==> src/rtl/cross2x2_pkg.sv <==
// cross2x2_pkg
// Shared types and constants for the 2x2 crossbar arbiter slice.
//   state_t   : per-output arbitration state (IDLE / LOCKED)
//   src_idx_t : index of a source port (one bit for two sources)
//   NUM_PORTS : number of sources and number of outputs
package cross2x2_pkg;

  localparam int NUM_PORTS = 2;

  typedef logic [0:0] src_idx_t;

  typedef enum logic {
    IDLE   = 1'b0,
    LOCKED = 1'b1
  } state_t;

  // Round-robin hand-off: after a packet ends, the other source is favoured.
  function automatic src_idx_t other_src(input src_idx_t s);
    return ~s;
  endfunction

endpackage

==> src/rtl/cross2x2_out_arb.sv <==
// cross2x2_out_arb
// Arbiter, packet lock and registered output stage for one crossbar output.
// Instantiated once per output; OUT_IDX selects which destination it serves.
// Ports:
//   clk, rst              : clock, synchronous active-high reset
//   in_valid/last/dest    : per-source beat qualifiers (bit i = source i)
//   in_data               : per-source beat data
//   excl                  : bit i set when source i is locked on the other output
//   out_ready             : downstream accepts the registered beat
//   out_valid/data/last   : registered output beat
//   out_src               : source index of the registered beat (crossbar select)
//   grant                 : bit i set when source i's beat transfers this cycle
//   locked, owner         : lock status, used by the top for cross-exclusion
module cross2x2_out_arb
  import cross2x2_pkg::*;
#(
  parameter int DATA_W  = 2,
  parameter int OUT_IDX = 0
) (
  input  logic                                clk,
  input  logic                                rst,
  input  logic [NUM_PORTS-1:0]                in_valid,
  input  logic [NUM_PORTS-1:0]                in_last,
  input  logic [NUM_PORTS-1:0]                in_dest,
  input  logic [NUM_PORTS-1:0][DATA_W-1:0]    in_data,
  input  logic [NUM_PORTS-1:0]                excl,
  input  logic                                out_ready,
  output logic                                out_valid,
  output logic [DATA_W-1:0]                   out_data,
  output logic                                out_last,
  output src_idx_t                            out_src,
  output logic [NUM_PORTS-1:0]                grant,
  output logic                                locked,
  output src_idx_t                            owner
);

  localparam logic MY_IDX = 1'(OUT_IDX);

  state_t                state, state_nxt;
  src_idx_t              owner_q, owner_nxt;
  src_idx_t              rr_ptr, rr_nxt;
  src_idx_t              winner;
  logic                  has_win;
  logic                  slot_free;
  logic                  xfer;
  logic [NUM_PORTS-1:0]  req;

  // A source is a candidate for a fresh packet only if it targets this
  // output and is not already holding the other output.
  always_comb begin
    req = '0;
    for (int i = 0; i < NUM_PORTS; i++) begin
      req[i] = in_valid[i] && (in_dest[i] == MY_IDX) && !excl[i];
    end
  end

  // Pick the winner: round-robin between two fresh candidates, or the
  // current owner while a multi-beat packet is in flight.
  always_comb begin
    winner  = '0;
    has_win = 1'b0;
    case (state)
      IDLE: begin
        case (req)
          2'b11: begin
            winner  = rr_ptr;
            has_win = 1'b1;
          end
          2'b01: begin
            winner  = 1'b0;
            has_win = 1'b1;
          end
          2'b10: begin
            winner  = 1'b1;
            has_win = 1'b1;
          end
          default: begin
            winner  = '0;
            has_win = 1'b0;
          end
        endcase
      end
      LOCKED: begin
        winner  = owner_q;
        has_win = in_valid[owner_q];
      end
      default: begin
        winner  = '0;
        has_win = 1'b0;
      end
    endcase
  end

  // The output register can take a beat when empty or draining this cycle.
  // Reset suppresses any transfer so ready reads low while rst is high.
  always_comb begin
    slot_free = !out_valid || out_ready;
    xfer      = has_win && slot_free && !rst;
    grant     = '0;
    grant[0]  = xfer && (winner == 1'b0);
    grant[1]  = xfer && (winner == 1'b1);
  end

  // Next-state: a last beat releases the output and hands priority to the
  // other source; a non-last beat locks the output to the winner.
  always_comb begin
    state_nxt = state;
    owner_nxt = owner_q;
    rr_nxt    = rr_ptr;
    if (xfer) begin
      if (in_last[winner]) begin
        state_nxt = IDLE;
        rr_nxt    = other_src(winner);
      end else begin
        state_nxt = LOCKED;
        owner_nxt = winner;
      end
    end
  end

  // Arbitration state registers.
  always_ff @(posedge clk) begin
    if (rst) begin
      state   <= IDLE;
      owner_q <= '0;
      rr_ptr  <= '0;
    end else begin
      state   <= state_nxt;
      owner_q <= owner_nxt;
      rr_ptr  <= rr_nxt;
    end
  end

  // Output stage: load on transfer, otherwise drop valid once consumed.
  // Data, last and src are left untouched when not loading.
  always_ff @(posedge clk) begin
    if (rst) begin
      out_valid <= 1'b0;
      out_data  <= '0;
      out_last  <= 1'b0;
      out_src   <= '0;
    end else if (xfer) begin
      out_valid <= 1'b1;
      out_data  <= in_data[winner];
      out_last  <= in_last[winner];
      out_src   <= winner;
    end else if (out_ready) begin
      out_valid <= 1'b0;
    end
  end

  assign locked = (state == LOCKED);
  assign owner  = owner_q;

endmodule

==> src/rtl/cross2x2_arbiter.sv <==
// cross2x2_arbiter
// 2x2 crossbar controller with registered outputs (1-cycle latency).
// Two sources send packets to one of two outputs; each output has its own
// round-robin arbiter that locks to a winner until the packet's last beat.
// Ports:
//   clk, rst                         : clock, synchronous active-high reset
//   inN_valid/last/dest/data, ready  : source N handshake (N = 0,1)
//   outM_valid/data/last/src, ready  : output M handshake (M = 0,1)
module cross2x2_arbiter
  import cross2x2_pkg::*;
#(
  parameter int DATA_W = 2
) (
  input  logic              clk,
  input  logic              rst,
  input  logic              in0_valid,
  input  logic              in0_last,
  input  logic              in0_dest,
  input  logic [DATA_W-1:0] in0_data,
  output logic              in0_ready,
  input  logic              in1_valid,
  input  logic              in1_last,
  input  logic              in1_dest,
  input  logic [DATA_W-1:0] in1_data,
  output logic              in1_ready,
  output logic              out0_valid,
  output logic [DATA_W-1:0] out0_data,
  output logic              out0_last,
  output logic              out0_src,
  input  logic              out0_ready,
  output logic              out1_valid,
  output logic [DATA_W-1:0] out1_data,
  output logic              out1_last,
  output logic              out1_src,
  input  logic              out1_ready
);

  logic [NUM_PORTS-1:0]             in_valid;
  logic [NUM_PORTS-1:0]             in_last;
  logic [NUM_PORTS-1:0]             in_dest;
  logic [NUM_PORTS-1:0][DATA_W-1:0] in_data;
  logic [NUM_PORTS-1:0]             excl0, excl1;
  logic [NUM_PORTS-1:0]             grant0, grant1;
  logic                             locked0, locked1;
  src_idx_t                         owner0, owner1;
  src_idx_t                         src0, src1;

  assign in_valid = {in1_valid, in0_valid};
  assign in_last  = {in1_last,  in0_last};
  assign in_dest  = {in1_dest,  in0_dest};
  assign in_data  = {in1_data,  in0_data};

  // Cross-exclusion: a source holding one output may not start a packet
  // on the other, so no source is ever granted both outputs.
  always_comb begin
    excl0 = '0;
    excl1 = '0;
    for (int i = 0; i < NUM_PORTS; i++) begin
      excl0[i] = locked1 && (owner1 == src_idx_t'(i));
      excl1[i] = locked0 && (owner0 == src_idx_t'(i));
    end
  end

  cross2x2_out_arb #(.DATA_W(DATA_W), .OUT_IDX(0)) u_arb0 (
    .clk       (clk),
    .rst       (rst),
    .in_valid  (in_valid),
    .in_last   (in_last),
    .in_dest   (in_dest),
    .in_data   (in_data),
    .excl      (excl0),
    .out_ready (out0_ready),
    .out_valid (out0_valid),
    .out_data  (out0_data),
    .out_last  (out0_last),
    .out_src   (src0),
    .grant     (grant0),
    .locked    (locked0),
    .owner     (owner0)
  );

  cross2x2_out_arb #(.DATA_W(DATA_W), .OUT_IDX(1)) u_arb1 (
    .clk       (clk),
    .rst       (rst),
    .in_valid  (in_valid),
    .in_last   (in_last),
    .in_dest   (in_dest),
    .in_data   (in_data),
    .excl      (excl1),
    .out_ready (out1_ready),
    .out_valid (out1_valid),
    .out_data  (out1_data),
    .out_last  (out1_last),
    .out_src   (src1),
    .grant     (grant1),
    .locked    (locked1),
    .owner     (owner1)
  );

  assign out0_src  = src0;
  assign out1_src  = src1;

  // A source is ready when whichever output it is transferring into grants it.
  assign in0_ready = grant0[0] | grant1[0];
  assign in1_ready = grant0[1] | grant1[1];

endmodule

==> config.mk <==
export PLATFORM = sky130hd
export DESIGN_NAME = cross2x2_arbiter
export DESIGN_NICKNAME = d
export VERILOG_FILES = /design/src/rtl/cross2x2_pkg.sv /design/src/rtl/cross2x2_out_arb.sv /design/src/rtl/cross2x2_arbiter.sv
export SDC_FILE = /design/constraint.sdc
export NUM_CORES = 1
export LEC_CHECK = 0
export ABC_AREA = 1
export BUFFER_PORTS_ARGS = -buffer_cell sky130_fd_sc_hd__buf_4
export CAP_MARGIN = 5
export CORE_ASPECT_RATIO = 0.7
export CORE_MARGIN = 2
export CORE_UTILIZATION = 45
export CTS_CLUSTER_SIZE = 24
export DETAILED_ROUTE_END_ITERATION = 8
export GPL_ROUTABILITY_DRIVEN = 0
export PLACE_DENSITY_LB_ADDON = 0.12
export REMOVE_ABC_BUFFERS = 1
export SETUP_SLACK_MARGIN = 0.15
export SKIP_CTS_REPAIR_TIMING = 1
export SYNTH_ARGS = -nofsm -noshare
export SYNTH_HDL_FRONTEND = slang
export SYNTH_SLANG_ARGS = --single-unit
==> constraint.sdc <==
create_clock -name clk -period 1.1 [get_ports clk]
set_input_delay 0.11 -clock clk [delete_from_list [all_inputs] [get_ports clk]]
set_output_delay 0.11 -clock clk [all_outputs]
set_load 0.02 [all_outputs]
==> run_results.csv, run 1 <==
group,metric,value,unit
run_status,status,"finished, violations left",
run_status,violations,"design-rule violations, negative setup slack",
synthesis,synth_warnings,0,
worst_setup_path,critical_path.cell_chain,"inv_2 -> nand2_2 -> nand2_2 -> nand2_2 -> nor2_2 -> nor2_1 -> buf_4 -> a22o_1 -> buf_6",
clock_tree,cts_root_buf,"clkbuf_4",
placement,port_buffers,25,
clock_tree,cts_max_level,1,
sta,max_freq,599.7,MHz
sta,finalClockSkew,0.002907,ns
worst_setup_path,regToRegStartpoint,"u_arb0.locked$_SDFFE_PP0P_",
die,initial_core_util,0.4961,
worst_setup_path,slowest_delay,0.37,ns
placement,dp_slack,-0.3065,ns
sta,rsz0062_at_grt,"true",
worst_setup_path,crit_path_max_fanout,5,
detailed_routing,wire_per_inst,12.58,um
worst_setup_path,endpoint,"in1_ready",
worst_setup_path,rr_worst_depth,10,
placement,dp.cells,212,
cells_and_area,fill_cells,125,
worst_setup_path,critPathRequiredTime,0.99,ns
clock_tree,insertion_delay,0.28,ns
detailed_routing,ant_nets,0,
cells_and_area,reg_top3,"u_arb0.out_data x2, u_arb1.out_data x2",
job,maxCapViolations,0,
global_route,first_global_vias,940,
worst_setup_path,worst-path-stages,9,
worst_setup_path,crit_buf_inv,3,
global_route,grt_most_used_layer,"met2",
die,core_area,1919,um^2
synthesis,ys_types,16,
pwr,cellLeakagePower,0.8169,nW
sta,worst_slew_pin_slew,0.2577,ns
die,die_w,58.98,um
sta,setup_viol,18,
synthesis,ys_ff_latch,16,
cells_and_area,final_common_cell,"buf_4",
worst_setup_path,crit_slowest_cell,"dfxtp_4",
cells_and_area,diodes,0,
global_route,grtUsageTotal,0.2137,
worst_setup_path,crit_path_start_kind,"flop",
synthesis,yosysSeqAreaShare,0.3364,
placement,hpwl,2015,um
sta,slew_viol_final,0,
synthesis,netlist.area_leader.share,0.3364,
worst_setup_path,crit_path_start,"u_arb0.owner$_SDFFE_PP0P_",
cells_and_area,instances_no_fill,224,
die,num_io_pins,26,
global_route,gr-usage-met3,0.06790,
detailed_routing,vias_per_cell,4.973,
global_route,grt_pass1_wl,4091,um
worst_setup_path,critPathKind,"flop to output port",
detailed_routing,totalWireLength,2819,um
worst_setup_path,crit_top_cell,"nand2_2",
global_route,antenna_found_initial,0,
synthesis,synth_top_area_cell,"dfxtp_1",
global_route,met1_usage,0.2865,
global_route,gr-total-overflow,0,
worst_setup_path,end_kind,"output port",
detailed_routing,drt_first_pass_iters,6,
worst_setup_path,critPathTopFamily,"flip-flops",
cells_and_area,final_util,0.7881,
sta,min_period_over_period,1.516,
clock_tree,clockBufferDepth,2,
global_route,grt_max_degree,10,
die,dieArea,2506,um^2
synthesis,syn_avg_cell_area,6.522,um^2
synthesis,synthTopCellsByArea,"dfxtp_1 34%, nand2_1 16%, nand3_1 9.5%, nor2_1 9.5%, inv_1 6.7%",
pwr,peakVddDrop,755.1,uV
sta,period_minus_slack,1.668,ns
clock_tree,cts_buffers,3,
clock_tree,clock_sinks,16,
global_route,use_met2,0.3222,
sta,setup_slack,-0.5676,ns
sta,relSlewSlack,0.8280,
synthesis,postSynthCellCount,146,
worst_setup_path,worst-r2r-setup-slack,-0.41,ns
die,rows,13,
clock_tree,cts_tree,"yes",
clock_tree,path_clk_slew,0.09,ns
cells_and_area,area_delta_synth_final,58.87,%
cells_and_area,final_cell_mix,"48 x buf_4, 34 x nand2_1, 18 x nor2_1",
die,fp.dieH,42.49,um
sta,hold_viol,0,
pwr,powerDensity,1090,nW/um^2
detailed_routing,vias,1114,
sta,final.setup.tns,-5.762,ns
cells_and_area,nNetsFinal,218,
synthesis,syn-cell-area,952.2,um^2
cells_and_area,drive_gt1_frac,0.5050,
worst_setup_path,worstReg2RegEnd,"u_arb0.owner$_SDFFE_PP0P_",
detailed_routing,drcViolationCount,1,
worst_setup_path,crit_arrival,1.56,ns
worst_hold_path,hold_class,"primary input to flop",
detailed_routing,drt-initial-drc-count,59,
-- final cells by class --
| class | count | area (um^2) | area share |
|---|---|---|---|
| inverter | 20 | 75.07 | 0.04963 |
| tap | 22 | 27.53 | 0.01820 |
| clock buffer | 3 | 22.52 | 0.01489 |
| timing repair buffer | 56 | 454.2 | 0.3002 |
| multi-input combinational | 107 | 596.8 | 0.3945 |
| sequential | 16 | 336.6 | 0.2225 |
-- tightest hold or removal path, delay by kind of cell --
kind,cells,cell delay (ns)
and+or+nand+nor,2,0.11
buffers and inverters,1,0.12
-- Yosys cell counts, drive strengths merged --
library cell  instances
nand3b                2
nor2                 27
inv                  20
o22ai                 1
nand2                47
a21oi                 4
nand3                23
o21ai                 2
a22o                  1
buf                   3
dfxtp                16
-- report_power, final --
part	switching (mW)	total, mW	leakage (nW)	internal, mW
registers	0.0452	0.677	0.134	0.631
clock network	0.175	0.303	0.0138	0.127
logic	0.338	0.670	0.669	0.332
total	0.559	1.65	0.817	1.09
-- routing by layer --
layer / share of wire / wire, um / up-vias
li1: - / - / 564
met1: 0.43 / 1212 / 517
met2: 0.51 / 1436 / 27
met3: 0.046 / 129 / 6
met4: 0.014 / 40 / 0
met5: 0 / 0 / -
-- metrics by stage --
step | total power [mW] | hold WS [ns] | instance area (um^2)
floorplan | 0.9544 | 0.1791 | 918.4
global route | 1.748 | 0.09086 | 1513
finish | 1.649 | 0.07942 | 1513
detailed placement | 1.210 | 0.3674 | 1299
CTS | 1.508 | 0.07055 | 1321
global placement | 1.194 | 0.3634 | 1299
-- cells by family (layout without fill, tap and decap cells) --
| kind of cell | after synthesis | after routing | share of synthesized area |
|---|---|---|---|
| AO/OA/AOI/OAI | 8 | 8 | 0.04731 |
| AND/OR/NAND/NOR | 99 | 99 | 0.5020 |
| flip-flops | 16 | 16 | 0.3364 |
| buffers and inverters | 23 | 79 | 0.1143 |
-- how the worst min path moves through the flow --
stage                     startpoint                              end  slack, ns  cells past startpoint
after floorplan                  rst  u_arb0.out_data[0]$_SDFFE_PP0P_       0.18                      1
after global placement      in0_last       u_arb1.rr_ptr$_SDFFE_PP0P_       0.36                      3
after detailed placement    in0_last       u_arb1.rr_ptr$_SDFFE_PP0P_       0.37                      3
after CTS                   in0_last       u_arb1.rr_ptr$_SDFFE_PP0P_       0.07                      3
after global routing        in0_last       u_arb1.rr_ptr$_SDFFE_PP0P_       0.09                      3
final                       in0_last       u_arb1.rr_ptr$_SDFFE_PP0P_       0.08                      3
(Power assumes the default switching activity.)
==> run 2, diff against run 1 <==
--- a/config.mk
+++ b/config.mk
@@ -9,7 +9,6 @@
 export BUFFER_PORTS_ARGS = -buffer_cell sky130_fd_sc_hd__buf_4
 export CAP_MARGIN = 5
 export CORE_ASPECT_RATIO = 0.7
-export CORE_MARGIN = 2
 export CORE_UTILIZATION = 45
 export CTS_CLUSTER_SIZE = 24
 export DETAILED_ROUTE_END_ITERATION = 8
==> run 2 against run 1 <==
- the run still ends with design-rule violations, negative setup slack left
- critical path depth unchanged
- clock power up 2%
- sequential cell count unchanged
- utilization down 1.5 points
- highest routed layer unchanged
- non-clock buffer count down 5
- critical path type unchanged
- clock skew about the same
==> run_results.csv, run 2 (synthesized netlist as in run 1, its figures left out) <==
group,metric,value,unit
cells_and_area,diodes,0,
global_route,antenna_found_initial,0,
pwr,swShare,0.3472,
clock_tree,cts_buffers,3,
pwr,power.internal,1.070,mW
cells_and_area,drive_gt1_frac,0.4873,
die,rows,13,
sta,final.setup.tns,-6.849,ns
detailed_routing,vias,1146,
worst_hold_path,hold_class,"primary input to flop",
cells_and_area,final_common_cell,"buf_4",
pwr,powerDensity,1105,nW/um^2
detailed_routing,drt_first_pass_iters,6,
worst_setup_path,crit_arrival,1.64,ns
pwr,clkPwrFrac,0.188,
placement,hpwl,2050,um
die,initial_core_util,0.4961,
global_route,grt_pass1_wl,3788,um
global_route,grtUsageTotal,0.2290,
clock_tree,clock_sinks,16,
clock_tree,insertion_delay,0.29,ns
pwr,peakVddDrop,662.4,uV
cells_and_area,final_util,0.7731,
clock_tree,path_clk_slew,0.09,ns
cells_and_area,nNetsFinal,213,
global_route,grt_max_degree,9,
worst_setup_path,worst-r2r-setup-slack,-0.50,ns
sta,hold_viol,0,
placement,port_buffers,25,
sta,min_period_over_period,1.592,
sta,period_minus_slack,1.751,ns
detailed_routing,wire_per_inst,13.72,um
run_status,violations,"design-rule violations, negative setup slack",
run_status,status,"finished, violations left",
sta,max_freq,571.2,MHz
global_route,first_global_vias,899,
cells_and_area,area_delta_synth_final,55.85,%
die,num_io_pins,26,
pwr,sequentialPowerShare,0.415,
clock_tree,cts_root_buf,"clkbuf_4",
die,core_area,1919,um^2
global_route,gr-total-overflow,0,
detailed_routing,drcViolationCount,2,
pwr,p_sw,569.1,uW
pwr,cellLeakagePower,0.7916,nW
sta,relSlewSlack,0.8194,
sta,slew_viol_final,0,
sta,rsz0062_at_grt,"true",
detailed_routing,ant_nets,0,
cells_and_area,reg_top3,"u_arb0.out_data x2, u_arb1.out_data x2",
clock_tree,cts_max_level,1,
worst_setup_path,critPathKind,"flop to output port",
die,die_w,56.98,um
worst_setup_path,end_kind,"output port",
sta,setup_slack,-0.6508,ns
sta,worst_slew_pin_slew,0.2705,ns
detailed_routing,vias_per_cell,5.233,
job,maxCapViolations,0,
worst_setup_path,critPathRequiredTime,0.99,ns
die,fp.dieH,40.49,um
detailed_routing,totalWireLength,3004,um
detailed_routing,drt-initial-drc-count,49,
clock_tree,cts_tree,"yes",
cells_and_area,fill_cells,138,
die,dieArea,2307,um^2
cells_and_area,final_cell_mix,"42 x buf_4, 36 x nand2_1, 20 x nor2_1",
worst_setup_path,crit_path_max_fanout,4,
clock_tree,clockBufferDepth,2,
sta,hold_slack,0.07559,ns
worst_setup_path,crit_path_start_kind,"flop",
pwr,p_comb_frac,0.397,
sta,setup_viol,18,
sta,finalClockSkew,0.002835,ns
## run 2: changes by cell type in the layout (fill, tap and decap cells not counted), sizes merged
cell / delta
buf: -5
## run 2: layer usage
layer,share of wire,global-route usage,up-vias
li1,-,-,562
met1,0.41,0.2689,527
met2,0.50,0.4176,47
met3,0.062,0.07097,10
met4,0.026,0.06707,0
met5,0,0,-
## run 2: final cells by class
type	instances	area (um^2)	share of cell area
clock buffers	3	22.52	0.01518
inverters	20	75.07	0.05059
multi-input cells	107	600.6	0.4047
flip-flops and latches	16	337.8	0.2277
well taps	22	27.53	0.01855
repair buffers	51	420.4	0.2833
## run 2: metrics by stage
stage / cells / cell area [um^2] / total power [mW] / worst slack (ns)
6_report: 219 / 1484 / 1.639 / -0.6508
5_1_grt: 219 / 1484 / 1.714 / -0.6933
4_1_cts: 212 / 1299 / 1.494 / -0.6331
3_5_place_dp: 209 / 1276 / 1.199 / -0.3134
3_3_place_gp: 209 / 1276 / 1.180 / -0.3041
2_1_floorplan: 143 / 918.4 / 0.9544 / -0.6551
## run 2: final timing paths
check / from / endpoint / depth (start not counted)
worst max register to register: u_arb1.owner$_SDFFE_PP0P_ / u_arb0.locked$_SDFFE_PP0P_ / 14
worst min register to register: u_arb1.out_data[0]$_SDFFE_PP0P_ / u_arb1.out_data[0]$_SDFFE_PP0P_ / 2
worst max-delay path: u_arb0.owner$_SDFFE_PP0P_ / in1_ready / 9
worst min-delay path: in0_last / u_arb0.rr_ptr$_SDFFE_PP0P_ / 3
## run 2: critical path: stages, from the launching register on
cell	delay, ns
dfxtp_4	0.37
inv_2	0.07
nand2_2	0.07
nand2_1	0.08
nand2_1	0.07
nor2_2	0.13
nor2_2	0.08
buf_6	0.12
a22o_1	0.23
buf_6	0.13
## run 2: power by group through the flow
stage | sequential [mW] | clock [mW] | combinational (mW)
finish | 0.680 | 0.309 | 0.650
global route | 0.686 | 0.334 | 0.694
CTS | 0.676 | 0.307 | 0.511
detailed placement | 0.689 | 0 | 0.510
global placement | 0.684 | 0 | 0.495
floorplan | 0.721 | 0 | 0.233
